### config.mk
export PLATFORM = sky130hd
export DESIGN_NAME = time_update_seq_flat
export DESIGN_NICKNAME = d
export VERILOG_FILES = /design/src/rtl/time_update_seq_if.sv /design/src/rtl/time_update_seq.sv /design/src/flat_wrapper.sv
export SDC_FILE = /design/constraint.sdc
export NUM_CORES = 1
export LEC_CHECK = 0
export CAP_MARGIN = 30
export CORE_ASPECT_RATIO = 0.5
export CORE_UTILIZATION = 25
export CTS_BUF_LIST = sky130_fd_sc_hd__clkbuf_8
export DETAILED_ROUTE_END_ITERATION = 6
export PLACE_DENSITY = 0.47
export SYNTH_ARGS = -nofsm -noshare
export SYNTH_HDL_FRONTEND = slang
export SYNTH_SLANG_ARGS = --single-unit
### constraint.sdc
create_clock -name clk -period 2.1 [get_ports clk]
set_input_delay 0.42 -clock clk [delete_from_list [all_inputs] [get_ports clk]]
set_output_delay 0.42 -clock clk [all_outputs]
set_load 0.05 [all_outputs]
### src/rtl/time_update_seq_if.sv
// time_update_seq_if: request, datapath-strobe and status bundle
// for the time/date update sequencer.
interface time_update_seq_if #(
    parameter int FSW = 3
);
    logic           tick;
    logic           set_req;
    logic [FSW-1:0] set_field;
    logic           wrap;
    logic [FSW-1:0] fld_sel;
    logic           La;
    logic           Lb;
    logic           Kc;
    logic           Ea;
    logic           Lr;
    logic           Er;
    logic [1:0]     s;
    logic           busy;
    logic           done;
    logic           set_ack;
    logic           tick_lost;

    modport master (
        input  tick, set_req, set_field, wrap,
        output fld_sel, La, Lb, Kc, Ea, Lr, Er, s,
        output busy, done, set_ack, tick_lost
    );

    modport slave (
        output tick, set_req, set_field, wrap,
        input  fld_sel, La, Lb, Kc, Ea, Lr, Er, s,
        input  busy, done, set_ack, tick_lost
    );
endinterface

### src/rtl/time_update_seq.sv
// time_update_seq: sequencer for the shared time/date incrementer.
// Define SET_CARRY_EN to let user set increments ripple carries.
module time_update_seq #(
    parameter int                    NUM_FIELDS = 6,
    parameter int                    FSW        = 3,
    parameter logic [NUM_FIELDS-1:0] CARRY_MASK = 6'b011111
) (
    input  logic              clk,
    input  logic              rst_n,
    time_update_seq_if.master bus
);
    localparam logic [FSW-1:0] LAST = FSW'(NUM_FIELDS - 1);
    localparam logic [FSW:0]   NF   = (FSW + 1)'(NUM_FIELDS);
`ifdef SET_CARRY_EN
    localparam logic SET_CARRY = 1'b1;
`else
    localparam logic SET_CARRY = 1'b0;
`endif

    typedef enum logic [2:0] {
        IDLE = 3'd0,
        LDA  = 3'd1,
        LDB  = 3'd2,
        CMP  = 3'd3,
        WR   = 3'd4,
        DONE = 3'd5
    } state_t;

    typedef enum logic {
        M_TICK = 1'b0,
        M_SET  = 1'b1
    } mode_t;

    state_t         state_q, state_d;
    mode_t          mode_q, mode_d;
    logic [FSW-1:0] fld_sel_q, fld_sel_d;
    logic           wrap_q, wrap_d;
    logic           tick_pend_q, tick_pend_d;
    logic           tick_lost_q, tick_lost_d;
    logic           la_q, la_d, lb_q, lb_d, kc_q, kc_d;
    logic           ea_q, ea_d, lr_q, lr_d, er_q, er_d;
    logic [1:0]     s_q, s_d;
    logic           busy_q, busy_d, done_q, done_d;
    logic           set_ack_c;
    logic           tick_hit;
    logic           carry_ok;

    assign tick_hit = bus.tick | tick_pend_q;
    assign carry_ok = (mode_q == M_TICK) | SET_CARRY;

    // Next state, tick bookkeeping and Moore decode of the next outputs
    always_comb begin
        state_d     = state_q;
        mode_d      = mode_q;
        fld_sel_d   = fld_sel_q;
        wrap_d      = wrap_q;
        tick_pend_d = tick_pend_q;
        tick_lost_d = tick_lost_q;
        set_ack_c   = 1'b0;
        unique case (state_q)
            IDLE: begin
                if (tick_hit) begin
                    state_d     = LDA;
                    fld_sel_d   = '0;
                    mode_d      = M_TICK;
                    tick_pend_d = bus.tick & tick_pend_q;
                end else if (bus.set_req) begin
                    set_ack_c = 1'b1;
                    fld_sel_d = bus.set_field;
                    mode_d    = M_SET;
                    state_d   = ({1'b0, bus.set_field} < NF) ? LDA : DONE;
                end
            end
            LDA: state_d = LDB;
            LDB: state_d = CMP;
            CMP: begin
                wrap_d  = bus.wrap;
                state_d = WR;
            end
            WR: begin
                if (wrap_q && carry_ok && (fld_sel_q < LAST)
                    && CARRY_MASK[fld_sel_q]) begin
                    fld_sel_d = fld_sel_q + 1'b1;
                    state_d   = LDA;
                end else begin
                    state_d = DONE;
                end
            end
            DONE: begin
                if (tick_hit) begin
                    state_d     = LDA;
                    fld_sel_d   = '0;
                    mode_d      = M_TICK;
                    tick_pend_d = bus.tick & tick_pend_q;
                end else begin
                    state_d = IDLE;
                end
            end
            default: state_d = IDLE;
        endcase
        if (bus.tick && (state_q inside {LDA, LDB, CMP, WR})) begin
            tick_pend_d = 1'b1;
            if (tick_pend_q) tick_lost_d = 1'b1;
        end
        la_d   = (state_d == LDA);
        lb_d   = (state_d == LDB);
        kc_d   = (state_d == LDB);
        ea_d   = (state_d == WR);
        lr_d   = (state_d == WR);
        er_d   = (state_d == WR);
        s_d    = ((state_d == WR) && wrap_d) ? 2'b01 : 2'b00;
        busy_d = (state_d != IDLE);
        done_d = (state_d == DONE);
    end

    // State and registered output flops
    always_ff @(posedge clk or negedge rst_n) begin
        if (!rst_n) begin
            state_q     <= IDLE;
            mode_q      <= M_TICK;
            fld_sel_q   <= '0;
            wrap_q      <= 1'b0;
            tick_pend_q <= 1'b0;
            tick_lost_q <= 1'b0;
            la_q        <= 1'b0;
            lb_q        <= 1'b0;
            kc_q        <= 1'b0;
            ea_q        <= 1'b0;
            lr_q        <= 1'b0;
            er_q        <= 1'b0;
            s_q         <= 2'b00;
            busy_q      <= 1'b0;
            done_q      <= 1'b0;
        end else begin
            state_q     <= state_d;
            mode_q      <= mode_d;
            fld_sel_q   <= fld_sel_d;
            wrap_q      <= wrap_d;
            tick_pend_q <= tick_pend_d;
            tick_lost_q <= tick_lost_d;
            la_q        <= la_d;
            lb_q        <= lb_d;
            kc_q        <= kc_d;
            ea_q        <= ea_d;
            lr_q        <= lr_d;
            er_q        <= er_d;
            s_q         <= s_d;
            busy_q      <= busy_d;
            done_q      <= done_d;
        end
    end

    assign bus.fld_sel   = fld_sel_q;
    assign bus.La        = la_q;
    assign bus.Lb        = lb_q;
    assign bus.Kc        = kc_q;
    assign bus.Ea        = ea_q;
    assign bus.Lr        = lr_q;
    assign bus.Er        = er_q;
    assign bus.s         = s_q;
    assign bus.busy      = busy_q;
    assign bus.done      = done_q;
    assign bus.set_ack   = set_ack_c;
    assign bus.tick_lost = tick_lost_q;
endmodule
### src/flat_wrapper.sv
// flat-port wrapper written by rule: the top's interface ports become plain ports
module time_update_seq_flat 
#(
    parameter int                    NUM_FIELDS = 6,
    parameter int                    FSW        = 3,
    parameter logic [NUM_FIELDS-1:0] CARRY_MASK = 6'b011111
)
  (clk, rst_n, bus_tick, bus_set_req, bus_set_field, bus_wrap, bus_fld_sel, bus_La, bus_Lb, bus_Kc, bus_Ea, bus_Lr, bus_Er, bus_s, bus_busy, bus_done, bus_set_ack, bus_tick_lost);
  time_update_seq_if #(.FSW(FSW)) bus_i ();
  input  logic clk;
  input  logic rst_n;
  input wire logic [$bits(bus_i.tick)-1:0] bus_tick;
  input wire logic [$bits(bus_i.set_req)-1:0] bus_set_req;
  input wire logic [$bits(bus_i.set_field)-1:0] bus_set_field;
  input wire logic [$bits(bus_i.wrap)-1:0] bus_wrap;
  output wire logic [$bits(bus_i.fld_sel)-1:0] bus_fld_sel;
  output wire logic [$bits(bus_i.La)-1:0] bus_La;
  output wire logic [$bits(bus_i.Lb)-1:0] bus_Lb;
  output wire logic [$bits(bus_i.Kc)-1:0] bus_Kc;
  output wire logic [$bits(bus_i.Ea)-1:0] bus_Ea;
  output wire logic [$bits(bus_i.Lr)-1:0] bus_Lr;
  output wire logic [$bits(bus_i.Er)-1:0] bus_Er;
  output wire logic [$bits(bus_i.s)-1:0] bus_s;
  output wire logic [$bits(bus_i.busy)-1:0] bus_busy;
  output wire logic [$bits(bus_i.done)-1:0] bus_done;
  output wire logic [$bits(bus_i.set_ack)-1:0] bus_set_ack;
  output wire logic [$bits(bus_i.tick_lost)-1:0] bus_tick_lost;
  assign bus_i.tick = bus_tick;
  assign bus_i.set_req = bus_set_req;
  assign bus_i.set_field = bus_set_field;
  assign bus_i.wrap = bus_wrap;
  assign bus_fld_sel = bus_i.fld_sel;
  assign bus_La = bus_i.La;
  assign bus_Lb = bus_i.Lb;
  assign bus_Kc = bus_i.Kc;
  assign bus_Ea = bus_i.Ea;
  assign bus_Lr = bus_i.Lr;
  assign bus_Er = bus_i.Er;
  assign bus_s = bus_i.s;
  assign bus_busy = bus_i.busy;
  assign bus_done = bus_i.done;
  assign bus_set_ack = bus_i.set_ack;
  assign bus_tick_lost = bus_i.tick_lost;
  time_update_seq #(.NUM_FIELDS(NUM_FIELDS), .FSW(FSW), .CARRY_MASK(CARRY_MASK)) u_core (.clk(clk), .rst_n(rst_n), .bus(bus_i));
endmodule
**Yosys cells after proc, flatten, opt, wreduce, memory -nomap -nowiden**

Memory sizes are Yosys's and may differ from the RTL's.
Cells that the tools add are included.

- $add $sub $neg: 1
- $lt $le $gt $ge: 3
- Equality and inequality tests: 12
- Multiplexer cells: 24
- Bitwise gates (word level): 3
- Reductions and logical operators: 17

Operators with widths:

| cell | count |
|---|---|
| 3-bit 2-to-1 mux | 8 |
| 3-bit case mux with 6 select lines | 1 |
| 1-bit 2-to-1 mux | 13 |
| 3-bit equality test (second input constant) | 4 |
| 3-bit by 2-bit equality test with 1-bit output (second input constant) | 3 |
| 3-bit case mux with 3 select lines | 1 |
| 3-bit by 1-bit equality test with 1-bit output (second input constant) | 2 |
| 3-bit < comparator (second input constant) | 2 |
| 2-bit nonzero test | 3 |
| 3-bit nonzero test | 2 |
| 1-bit logical AND | 5 |
| 3-bit by 4-bit < comparator with 1-bit output (second input constant) | 1 |
| 2-bit by 1-bit inequality test with 1-bit output (second input constant) | 2 |
| 2-bit AND reduction | 2 |
| 4-bit AND reduction | 1 |
| 4-bit nonzero test | 1 |
| 3-bit by 1-bit adder with 3-bit output (second input constant) | 1 |
| 3-bit zero test | 1 |
| 3-bit by 2-bit inequality test with 1-bit output (second input constant) | 1 |
| 3-bit AND reduction | 1 |
| 1-bit case mux with 2 select lines | 1 |
| 2-bit OR reduction | 1 |
| 1-bit bitwise AND | 1 |
| 1-bit NOT | 1 |
| 1-bit bitwise OR | 1 |

- Bits in registers: 17
- ROM bits: 8
- Output and inout bits: 15
- Logic and storage cells: 73
- Memories: 1

Memories:

| memory | words | bits a word | read ports | clocked after memory_dff | write ports | line | text |
|---|---|---|---|---|---|---|---|
| (no name shown) | 8 | 1 | 1 | 0 | 0 | time_update_seq.sv:82 | `&& CARRY_MASK[fld_sel_q]) begin` |

**Logic depth before layout (Yosys ltp)**

Gate-level depths: netlist (run 1).

- Word-level depth: 9
- Depth in mapped cells: 6
- Depth with buffers taken out: 5

**Worst setup path before layout (run 1)**

No wires, ideal clock.

- Kind: register to output
- Start: register u_core.state_q[2]
- End: output port bus_set_ack
- Data arrival time: 1324 ps
- Required time: 1680 ps
- Path slack: 356 ps
- Cell stages (with the launch flop): 3
- Buffers on the path: 0
- Cell sequence: dfrtp_1 > nor4b_1 > and2_1

- Word-level cells in the longest chain between the ends: 2

Ends and longest elaborated chain:

| element | line | text |
|---|---|---|
| start: declaration | time_update_seq.sv:34 | `state_t state_q, state_d;` |
| start signal: assignment | time_update_seq.sv:135 | `state_q <= state_d;` |
| 3-bit zero test | time_update_seq.sv:60 | `unique case (state_q)` |
| 1-bit 2-to-1 mux | time_update_seq.sv:60 |  |
| end: declaration | flat_wrapper.sv:26 | `output wire logic [$bits(bus_i.set_ack)-1:0] bus_set_ack;` |

Every way passes these cells.

**Final worst setup path (run 1)**

- Start: input port bus_tick
- End: output port bus_set_ack

- Word-level cells in the longest chain between the ends: 3

Ends and longest elaborated chain:

| element | line | text |
|---|---|---|
| start: declaration | flat_wrapper.sv:12 | `input wire logic [$bits(bus_i.tick)-1:0] bus_tick;` |
| 1-bit bitwise OR | time_update_seq.sv:48 | `assign tick_hit = bus.tick \| tick_pend_q;` |
| 1-bit 2-to-1 mux | time_update_seq.sv:62 | `if (tick_hit) begin` |
| 1-bit 2-to-1 mux | time_update_seq.sv:60 |  |

Every way passes these cells.

==> results.md, run 1 <==
* Status: finished clean
* DR WL/cell at 12.3 µm
* Buffer depth of the longest clock path at 2
* Vias at ~660
* Cts bufs inserted at 3
* Die X at 82.2 µm
* Switching share of power at 0.469
* Final #Nets at roughly 110
* Worst EP required at 1.68 ns
* Worst hold slack at 0.484 ns
* Clock network fraction of total power at 0.147
* CP cell instances: clkdlybuf4s50_1 -> nor4b_2 -> and2_1 -> buf_12
* FP Rows at 14
* Post-Route Utilization at 0.375
* GPL Wtd Cong at about 0.74
* Max-cap violations at 0
* Post-route ant nets at 0
* PD cells at 1630 mW/mm²
* Final Max Slew Viols at 0
* Synth unique cells at 38
* Mapped Area at roughly 800 µm²
* Worst Path Buf+Inv at 2
* Starting density of the core at 0.265
* I/O pin count at 23
* Seq/Total Area, Yosys at 0.498
* Worst path top cell family by delay: buffers and inverters
* Synth warn at 0
* Cells after Synth at between 70 and 80
* Layout Cells excl Fill at 142
* Final HPWL DP at between 1000 and 1500 µm
* Fin Clk Skew at between 0.005 and 0.006 ns
* NetSw at 866 µW
* Leak pwr at 0.509 nW
* Syn Nets at between 80 and 90
* Max Fanout on Critical Path at 3
* Period minus WS final at 2.03 ns
* Initial antenna violation count at 0
* Critical path class: in2out
* H-tree levels at 1
* Pre-antenna DRT Iters at 4
* Fin area at around 0.0011 mm²
* Post_cts resized at 0
* Final setup violation count at 0
* Logic gate share of total power at 0.544
* Fin crit share at 0.966
* Synthesis-to-layout area growth at 41.2%
* Worst-path clk slew at around 0.06 ns
* Vias in the first global route at 614
* Sequential power share at 0.310
* Vias per cell at between 4 and 5
* Detailed-route wire length at between 1500 and 2000 µm
* Drc violations at 0
* Starting DRC count in detailed routing at 33
* Critical Path Slowest Stage Cell: clkdlybuf4s50_1
* Core footprint at about 0.0030 mm²
* Prevailing post-synth register cell: dfrtp_1
* Clk sink count at 16
* Cells after DPL at around 140
* Internal power at 982 µW
* Die ar. at ~0.0035 mm²
* Critical Path Sink Type: output pin
* Die Y at approximately 42 µm
* Worst-Skew Late Latency at between 0.2 and 0.3 ns
* Worst Path Arrival at ~1.6 ns
* Total GRT Usage at 0.119
* Yosys reg bits at 16
* First-pass GRT wire length at ~3000 µm
* Number of flops mapped to enable cells by yosys at 0
* Worst VDD drop at between 0.6 and 0.7 mV
* Mean Syn Cell Area at 10.3 µm²
* Share of cells above drive strength 1 at 0.167
* FMAX at between 400 and 500 MHz
* Clock tree from TritonCTS: yes
* Largest net degree at the start of global routing at 17
* Final Hold Fails at 0
* GR Overflow Total at 0
* CP Launch Type: input port
* Area after DPL at roughly 0.0011 mm²
* Hold Crit Class: reg2reg
* PortBufs at 21
* Post CTS Setup Buffer Count at 0
* Ant. Diodes at 0
* # hold bufs at CTS at 0
* Root Buffer: clkbuf_8
* Slowest cell delay on critical path at between 0.4 and 0.5 ns
* FFs w/ async S/R, synth at 1.00
* Layout fillers at 306
sequential cells by signal, indices dropped and copies added (netlist names):
register,flops
u_core.state_q,3
u_core.bus.Ea,1
u_core.bus.Lb,1
u_core.tick_pend_q,1
u_core.bus.busy,1
u_core.bus.La,1
u_core.bus.fld_sel,3
u_core.bus.done,1
u_core.mode_q,1
u_core.wrap_q,1
u_core.bus.s,1
u_core.bus.tick_lost,1
cells in the final DEF, fill, tap and decap left out:
| cell type | instances |
|---|---|
| and2_1 | 2 |
| mux2_4 | 1 |
| and3_1 | 1 |
| clkbuf_8 | 4 |
| o2bb2ai_1 | 1 |
| o21a_1 | 1 |
| and3b_1 | 1 |
| o211ai_1 | 1 |
| nor2b_1 | 2 |
| nor2_2 | 1 |
| dfrtp_1 | 16 |
| conb_1 | 1 |
| xor2_1 | 1 |
| o21ai_0 | 4 |
| nand2b_1 | 1 |
| nand4_1 | 1 |
| a21o_1 | 1 |
| nand2_1 | 6 |
| a22oi_1 | 2 |
| a21boi_0 | 1 |
| clkdlybuf4s50_1 | 20 |
| a32oi_1 | 1 |
| a32o_1 | 1 |
| a21oi_1 | 2 |
| buf_12 | 1 |
| buf_4 | 6 |
| o21bai_1 | 1 |
| inv_1 | 5 |
| mux2i_1 | 1 |
| o21ai_2 | 2 |
| ha_1 | 1 |
| o221ai_1 | 1 |
| o31ai_1 | 1 |
| nor2_1 | 4 |
| xnor2_1 | 1 |
| nor3_1 | 1 |
| nor4_1 | 1 |
| a211oi_2 | 1 |
| a2bb2oi_1 | 1 |
| nor4b_2 | 1 |
power groups by stage:
stage | clock (mW) | sequential (mW) | combinational (mW)
6_report | 0.271 | 0.573 | 1.00
5_1_grt | 0.294 | 0.598 | 1.09
4_1_cts | 0.288 | 0.568 | 1.01
3_5_place_dp | 0 | 0.571 | 1.01
3_3_place_gp | 0 | 0.565 | 0.995
2_1_floorplan | 0 | 0.728 | 0.557
layout make-up:
| type | instances | area, µm² | share of cell area |
|---|---|---|---|
| clock buffers | 4 | 55.1 | 0.0485 |
| inverters | 5 | 18.8 | 0.0165 |
| multi-input cells | 50 | 347 | 0.305 |
| flip-flops and latches | 16 | 400 | 0.352 |
| well taps | 40 | 50.0 | 0.0441 |
| repair buffers | 27 | 265 | 0.233 |
Yosys cell counts (2+ instances only):
library cell / number / area [µm²]
and2_1: 2 / 12.5
o21ai_0: 4 / 20.0
o21ai_2: 2 / 17.5
dfrtp_1: 16 / 400
a22oi_1: 2 / 15.0
nand2_1: 6 / 22.5
buf_2: 3 / 15.0
nor2_1: 4 / 15.0
buf_4: 4 / 30.0
a21oi_1: 2 / 10.0
nor2b_1: 2 / 12.5
inv_1: 5 / 18.8
layer usage:
metal / vias up / wire length (µm) / track usage / part of all wire
met2: 27 / 771 / 0.164 / 0.44
met5: - / 0 / 0 / 0
met1: 312 / 839 / 0.166 / 0.48
li1: 319 / - / - / -
met3: 4 / 111 / 0.0391 / 0.064
met4: 0 / 25 / 0.0526 / 0.014
path summary, 6_finish.rpt:
kind / startpoint / to / slack, ns / cells after the start
min: u_core.bus.tick_lost$_DFFE_PN0P_ / u_core.bus.tick_lost$_DFFE_PN0P_ / 0.48 / 1
max reg2reg: u_core.state_q[2]$_DFF_PN0_ / u_core.bus.fld_sel[1]$_DFFE_PN0P_ / 0.49 / 5
max in group asynchronous: rst_n / u_core.wrap_q$_DFF_PN0_ / 1.43 / 2
min reg2reg: u_core.bus.tick_lost$_DFFE_PN0P_ / u_core.bus.tick_lost$_DFFE_PN0P_ / 0.48 / 1
min in group asynchronous: rst_n / u_core.bus.fld_sel[1]$_DFFE_PN0P_ / 0.49 / 2
max: bus_tick / bus_set_ack / 0.07 / 4
logic make-up (layout without fill, tap and decap cells):
family                     Yosys count  in the layout  share of synthesized area
other                                1              1                    0.00466
adders and majority gates            1              1                     0.0155
buffers and inverters               12             36                     0.0793
and+or+nand+nor                     22             22                      0.145
AOI/OAI and AO/OA                   22             22                      0.205
DFF                                 16             16                      0.498
muxes                                2              2                     0.0311
xor gates and xnor gates             2              2                     0.0218
stage by stage:
step                setup slack [ns]  setup TNS [ns]  power [mW]
detailed placement            0.0310               0        1.58
CTS                           0.0259               0        1.86
floorplan                      0.356               0        1.29
global route                -0.00885        -0.00885        1.98
global placement               0.117               0        1.56
finish                        0.0721               0        1.85
(Power assumes the default switching activity.)
==> inputs of run 2 (changes only) <==
--- a/config.mk
+++ b/config.mk
@@ -6,11 +6,13 @@
 export NUM_CORES = 1
 export LEC_CHECK = 0
 export CAP_MARGIN = 30
+export CELL_PAD_IN_SITES_DETAIL_PLACEMENT = 2
+export CELL_PAD_IN_SITES_GLOBAL_PLACEMENT = 2
 export CORE_ASPECT_RATIO = 0.5
 export CORE_UTILIZATION = 25
 export CTS_BUF_LIST = sky130_fd_sc_hd__clkbuf_8
 export DETAILED_ROUTE_END_ITERATION = 6
-export PLACE_DENSITY = 0.47
+export PLACE_DENSITY = 0.7
 export SYNTH_ARGS = -nofsm -noshare
 export SYNTH_HDL_FRONTEND = slang
 export SYNTH_SLANG_ARGS = --single-unit
==> results.md, run 2 (synthesized netlist as in run 1, its figures left out) <==
* Status: finished clean
* CP Launch Point: u_core.state_q[1]$_DFF_PN0_
* Clock tree from TritonCTS: yes
* Most frequent cells in the layout: 19 x clkdlybuf4s50_1, 16 x dfrtp_1, 6 x nand2_1
* Layout fillers at 321 (+4.9%)
* Period minus WS final at 1.96 ns (-0.0666 ns)
* Register area at 400 µm² (unchanged)
* R2r setup slk at 0.46 ns (-0.03 ns)
* Vias in the first global route at 696 (+13%)
* Worst VDD drop at 0.512 mV (-25%)
* Largest net degree at the start of global routing at 12 (-5)
* Starting DRC count in detailed routing at 29 (-12%)
* Post-route ant nets at 0 (unchanged)
* Share of cells above drive strength 1 at 0.158 (-0.00825)
* Cells after DPL at 137 (-0.72%)
* First-pass GRT wire length at 3590 µm (+21%)
* Buffer depth of the longest clock path at 2 (unchanged)
* Critical Path Sink Type: output pin
* Vias per cell at 4.68 (+0.40%)
* Max Fanout on Critical Path at 10 (+7)
* Pre-antenna DRT Iters at 4 (unchanged)
* Worst hold slack at 0.464 ns (-0.0197 ns)
* Worst EP required at 1.68 ns (about the same)
* Fin crit share at 0.934 (-0.0317)
* Synthesis-to-layout area growth at 41.7%
* Area of the multi-input gates at 355 µm² (+2.5%)
* Post CTS Setup Buffer Count at 0 (unchanged)
* FMAX at 510 MHz (+3.4%)
* Final HPWL DP at 1760 µm (+35%)
* Hold Crit Class: in2async
* Post-Route Utilization at 0.376 (+0.00124)
* Root Buffer: clkbuf_8
* CP cell instances: nor2_2 -> and2_1 -> buf_12
* FF-to-FF End: u_core.bus.fld_sel[1]$_DFFE_PN0P_
* Post_cts resized at 1 (+1)
* GPL Wtd Cong at 0.730 (-1.6%)
* Starting density of the core at 0.265 (unchanged)
* Worst-path clk slew at 0.06 ns (about the same)
* Relative slew margins at 0.658
* Total GRT Usage at 0.144 (+0.0251)
* Layout Cells excl Fill at 141 (-0.70%)
* H-tree levels at 1 (unchanged)
* Detailed-route wire length at 2220 µm (+27%)
* Worst Path Arrival at 1.54 ns (-0.07 ns)
* # hold bufs at CTS at 0 (unchanged)
* Critical Path Slowest Stage Cell: dfrtp_1
* Critical path class: reg2out
* Final setup violation count at 0 (unchanged)
* Core footprint at 0.00303 mm² (unchanged)
* PD cells at 1660 mW/mm² (+2.2%)
* PortBufs at 21 (unchanged)
* Fin Clk Skew at 0.00201 ns (-0.00330 ns)
* Power Total at 1.90 mW (+2.6%)
* Vias at 660 (-0.30%)
* DR WL/cell at 15.7 µm (+28%)
* Final Max Slew Viols at 0 (unchanged)
* GR Overflow Total at 0 (unchanged)
* Ant. Diodes at 0 (unchanged)
* Die X at 82.2 µm (unchanged)
* Slowest cell delay on critical path at 0.51 ns (+0.03 ns)
* Drc violations at 0 (unchanged)
* Worst R2R Start: u_core.state_q[2]$_DFF_PN0_
* Final #Nets at 111 (-0.89%)
* Cts bufs inserted at 3 (unchanged)
* Worst-Skew Late Latency at 0.25 ns (about the same)
* Final Hold Fails at 0 (unchanged)
* FP Rows at 14 (unchanged)
* Max-cap violations at 0 (unchanged)
* I/O pin count at 23 (unchanged)
* Die Y at 42.1 µm (unchanged)
* Reg2reg path depth at 5 (unchanged)
* Least-Margin Pin Slew at approximately 0.51 ns
* Commonest non-fill, non-tap cell in the layout: clkdlybuf4s50_1
* RSZ-0062 raised after global routing: false
* Setup TNS at 0 ns (unchanged)
* Leak pwr at 0.519 nW (+1.8%)
* Die ar. at 0.00346 mm² (unchanged)
* Initial antenna violation count at 0 (unchanged)
* Clk sink count at 16 (unchanged)
* CP Launch Type: flip-flop
==> run 2: routing by layer <==
metal  vias up  part of all wire  GRT usage
li1        315                 -          -
met3         4             0.039     0.0391
met5         -                 0          0
met1       322              0.47      0.187
met4         0             0.017     0.0421
met2        19              0.47      0.233
==> run 2: area by class of cell <==
type / count / share of cell area
timing repair buffer: 26 / 0.228
multi-input combinational: 50 / 0.312
tap: 40 / 0.0439
clock buffer: 4 / 0.0483
sequential: 16 / 0.351
inverter: 5 / 0.0165
==> run 2: power breakdown <==
part	switching (mW)	internal (mW)	total (mW)
clock network	0.110	0.167	0.276
registers	0.165	0.428	0.593
logic	0.645	0.381	1.03
total	0.920	0.976	1.90
==> run 2: how the worst max path moves through the flow <==
stage	endpoint
after CTS	bus_set_ack
after detailed placement	bus_set_ack
after global placement	bus_set_ack
after floorplan	bus_set_ack
after global routing	bus_set_ack
final	bus_set_ack
==> run 2: metrics by stage <==
step	instance area, µm²	setup WS [ns]
floorplan	805	0.356
global placement	1070	0.0378
detailed placement	1070	-0.0724
CTS	1130	0.0128
global route	1140	0.0507
finish	1140	0.139
==> run 2: critical path: cells and delay by family (launching register included) <==
family / cells / cell delay, ns
AND/OR/NAND/NOR: 2 / 0.63
flip-flops: 1 / 0.51
buffers and inverters: 1 / 0.14
==> inputs of run 3 (changes only) <==
--- a/config.mk
+++ b/config.mk
@@ -12,6 +12,7 @@
 export CORE_UTILIZATION = 25
 export CTS_BUF_LIST = sky130_fd_sc_hd__clkbuf_8
 export DETAILED_ROUTE_END_ITERATION = 6
+export MAX_ROUTING_LAYER = met4
 export PLACE_DENSITY = 0.7
 export SYNTH_ARGS = -nofsm -noshare
 export SYNTH_HDL_FRONTEND = slang
==> results.md, run 3 (synthesized netlist as in run 1, its figures left out) <==
* Status: finished clean
* Max-cap violations at 0 (unchanged)
* Most frequent cells in the layout: 19 x clkdlybuf4s50_1, 16 x dfrtp_1, 6 x nand2_1
* Vias per cell at 4.67 (-0.15%)
* Fin crit share at 0.939 (+0.00513)
* Final setup violation count at 0 (unchanged)
* Starting DRC count in detailed routing at 27 (-6.9%)
* FF-to-FF End: u_core.bus.fld_sel[1]$_DFFE_PN0P_
* Critical path class: reg2out
* Final HPWL DP at 1760 µm (unchanged)
* Critical Path Sink Type: output pin
* Share of cells above drive strength 1 at 0.158 (unchanged)
* Max Fanout on Critical Path at 10 (unchanged)
* DR WL/cell at 15.8 µm (+0.27%)
* Ant. Diodes at 0 (unchanged)
* Final #Nets at 111 (unchanged)
* Root Buffer: clkbuf_8
* Buffer depth of the longest clock path at 2 (unchanged)
* Critical Path Slowest Stage Cell: dfrtp_1
* Worst-Skew Late Latency at 0.25 ns (about the same)
* Worst EP required at 1.68 ns (about the same)
* Largest net degree at the start of global routing at 12 (unchanged)
* CP cell instances: nor2_2 -> and2_1 -> buf_12
* Die X at 82.2 µm (unchanged)
* Worst hold slack at 0.464 ns (-0.000101 ns)
* I/O pin count at 23 (unchanged)
* Drc violations at 0 (unchanged)
* Post-route ant nets at 0 (unchanged)
* Worst path top cell family by delay: simple AND/OR/NAND/NOR gates
* Worst Path Buf+Inv at 1 (unchanged)
* PortBufs at 21 (unchanged)
* Die Y at 42.1 µm (unchanged)
* FP Rows at 14 (unchanged)
* CP Launch Type: flip-flop
* H-tree levels at 1 (unchanged)
* Reg2reg path depth at 5 (unchanged)
* Die ar. at 0.00346 mm² (unchanged)
* Layout Cells excl Fill at 141 (unchanged)
* GR Overflow Total at 0 (unchanged)
* R2r setup slk at 0.46 ns (about the same)
* Period minus WS final at 1.97 ns (+0.0108 ns)
* Fin area at 0.00114 mm² (unchanged)
* GPL Wtd Cong at 0.739 (+1.2%)
* Cts bufs inserted at 3 (unchanged)
* Vias in the first global route at 698 (+0.29%)
* Synthesis-to-layout area growth at 41.7% (unchanged)
* Worst VDD drop at 0.512 mV (about the same)
* Detailed-route wire length at 2230 µm (+0.27%)
* Total GRT Usage at 0.149 (+0.00510)
* Fin Clk Skew at 0.00199 ns (-0.0000180 ns)
* Least-Margin Pin Slew at 0.511 ns (unchanged)
* Cells after DPL at 137 (unchanged)
* Hold Crit Class: in2async
* Post CTS Setup Buffer Count at 0 (unchanged)
* Slowest cell delay on critical path at 0.51 ns (about the same)
* PD cells at 1660 mW/mm² (about the same)
* Initial antenna violation count at 0 (unchanged)
* Relative slew margins at 0.658 (unchanged)
* Core footprint at 0.00303 mm² (unchanged)
* Leak pwr at 0.519 nW (unchanged)
* Worst R2R Start: u_core.state_q[2]$_DFF_PN0_
* Vias at 659 (-0.15%)
* Post-Route Utilization at 0.376 (unchanged)
* Worst Path Arrival at 1.55 ns (about the same)
* Starting density of the core at 0.265 (unchanged)
* Worst-path clk slew at 0.06 ns (about the same)
* Final Hold Fails at 0 (unchanged)
* Commonest non-fill, non-tap cell in the layout: clkdlybuf4s50_1
* Power Total at 1.90 mW (about the same)
* Clk sink count at 16 (unchanged)
* FMAX at 507 MHz (-0.55%)
* RSZ-0062 raised after global routing: false
* First-pass GRT wire length at 3610 µm (+0.39%)
* Pre-antenna DRT Iters at 4 (unchanged)
* Area after DPL at 0.00107 mm² (unchanged)
* Final Max Slew Viols at 0 (unchanged)
* Clock tree from TritonCTS: yes
==> run 3: worst max path at each step <==
stage                                 from           to  depth (start not counted)
2_1_floorplan  u_core.state_q[2]$_DFF_PN0_  bus_set_ack                          2
3_3_place_gp                      bus_tick  bus_set_ack                          4
3_5_place_dp                      bus_tick  bus_set_ack                          4
4_1_cts                           bus_tick  bus_set_ack                          4
5_1_grt        u_core.state_q[1]$_DFF_PN0_  bus_set_ack                          3
6_report       u_core.state_q[1]$_DFF_PN0_  bus_set_ack                          3
==> run 3: routing by layer <==
metal / vias to the layer above / global-route usage / part of all wire
met3: 4 / 0.0391 / 0.041
li1: 315 / - / -
met5: - / - / 0
met4: 0 / 0.0421 / 0.014
met1: 321 / 0.192 / 0.48
met2: 19 / 0.230 / 0.46
==> run 3: where the power goes <==
part | switching (mW) | leakage, nW | internal (mW)
Sequential | 0.164 | 0.200 | 0.428
Combinational | 0.647 | 0.290 | 0.381
Clock | 0.108 | 0.0288 | 0.166
==> run 3: layout make-up <==
cell class	count	area, µm²
multi-input combinational	50	355
timing repair buffer	26	260
clock buffer	4	55.1
fill	321	1890
inverter	5	18.8
sequential	16	400
tap	40	50.0
==> run 3: worst register-to-register path: stages, from the launching register on <==
cell and delay (ns):
dfrtp_1 0.55, nor4_1 0.11, buf_4 0.15, a211oi_2 0.25, o21ai_2 0.13, mux2_4 0.32
==> run 3: repair_timing <==
item,in CTS,in global routing
pin swaps,0,0
gates resized for setup,1,2
endpoints found under the setup margin,1,1
hold buffers,0,0
==> run 3: stage by stage <==
step | worst slack [ns] | setup TNS, ns
global route | 0.0265 | 0
floorplan | 0.356 | 0
CTS | 0.0128 | 0
global placement | 0.0378 | 0
finish | 0.128 | 0
detailed placement | -0.0724 | -0.0760
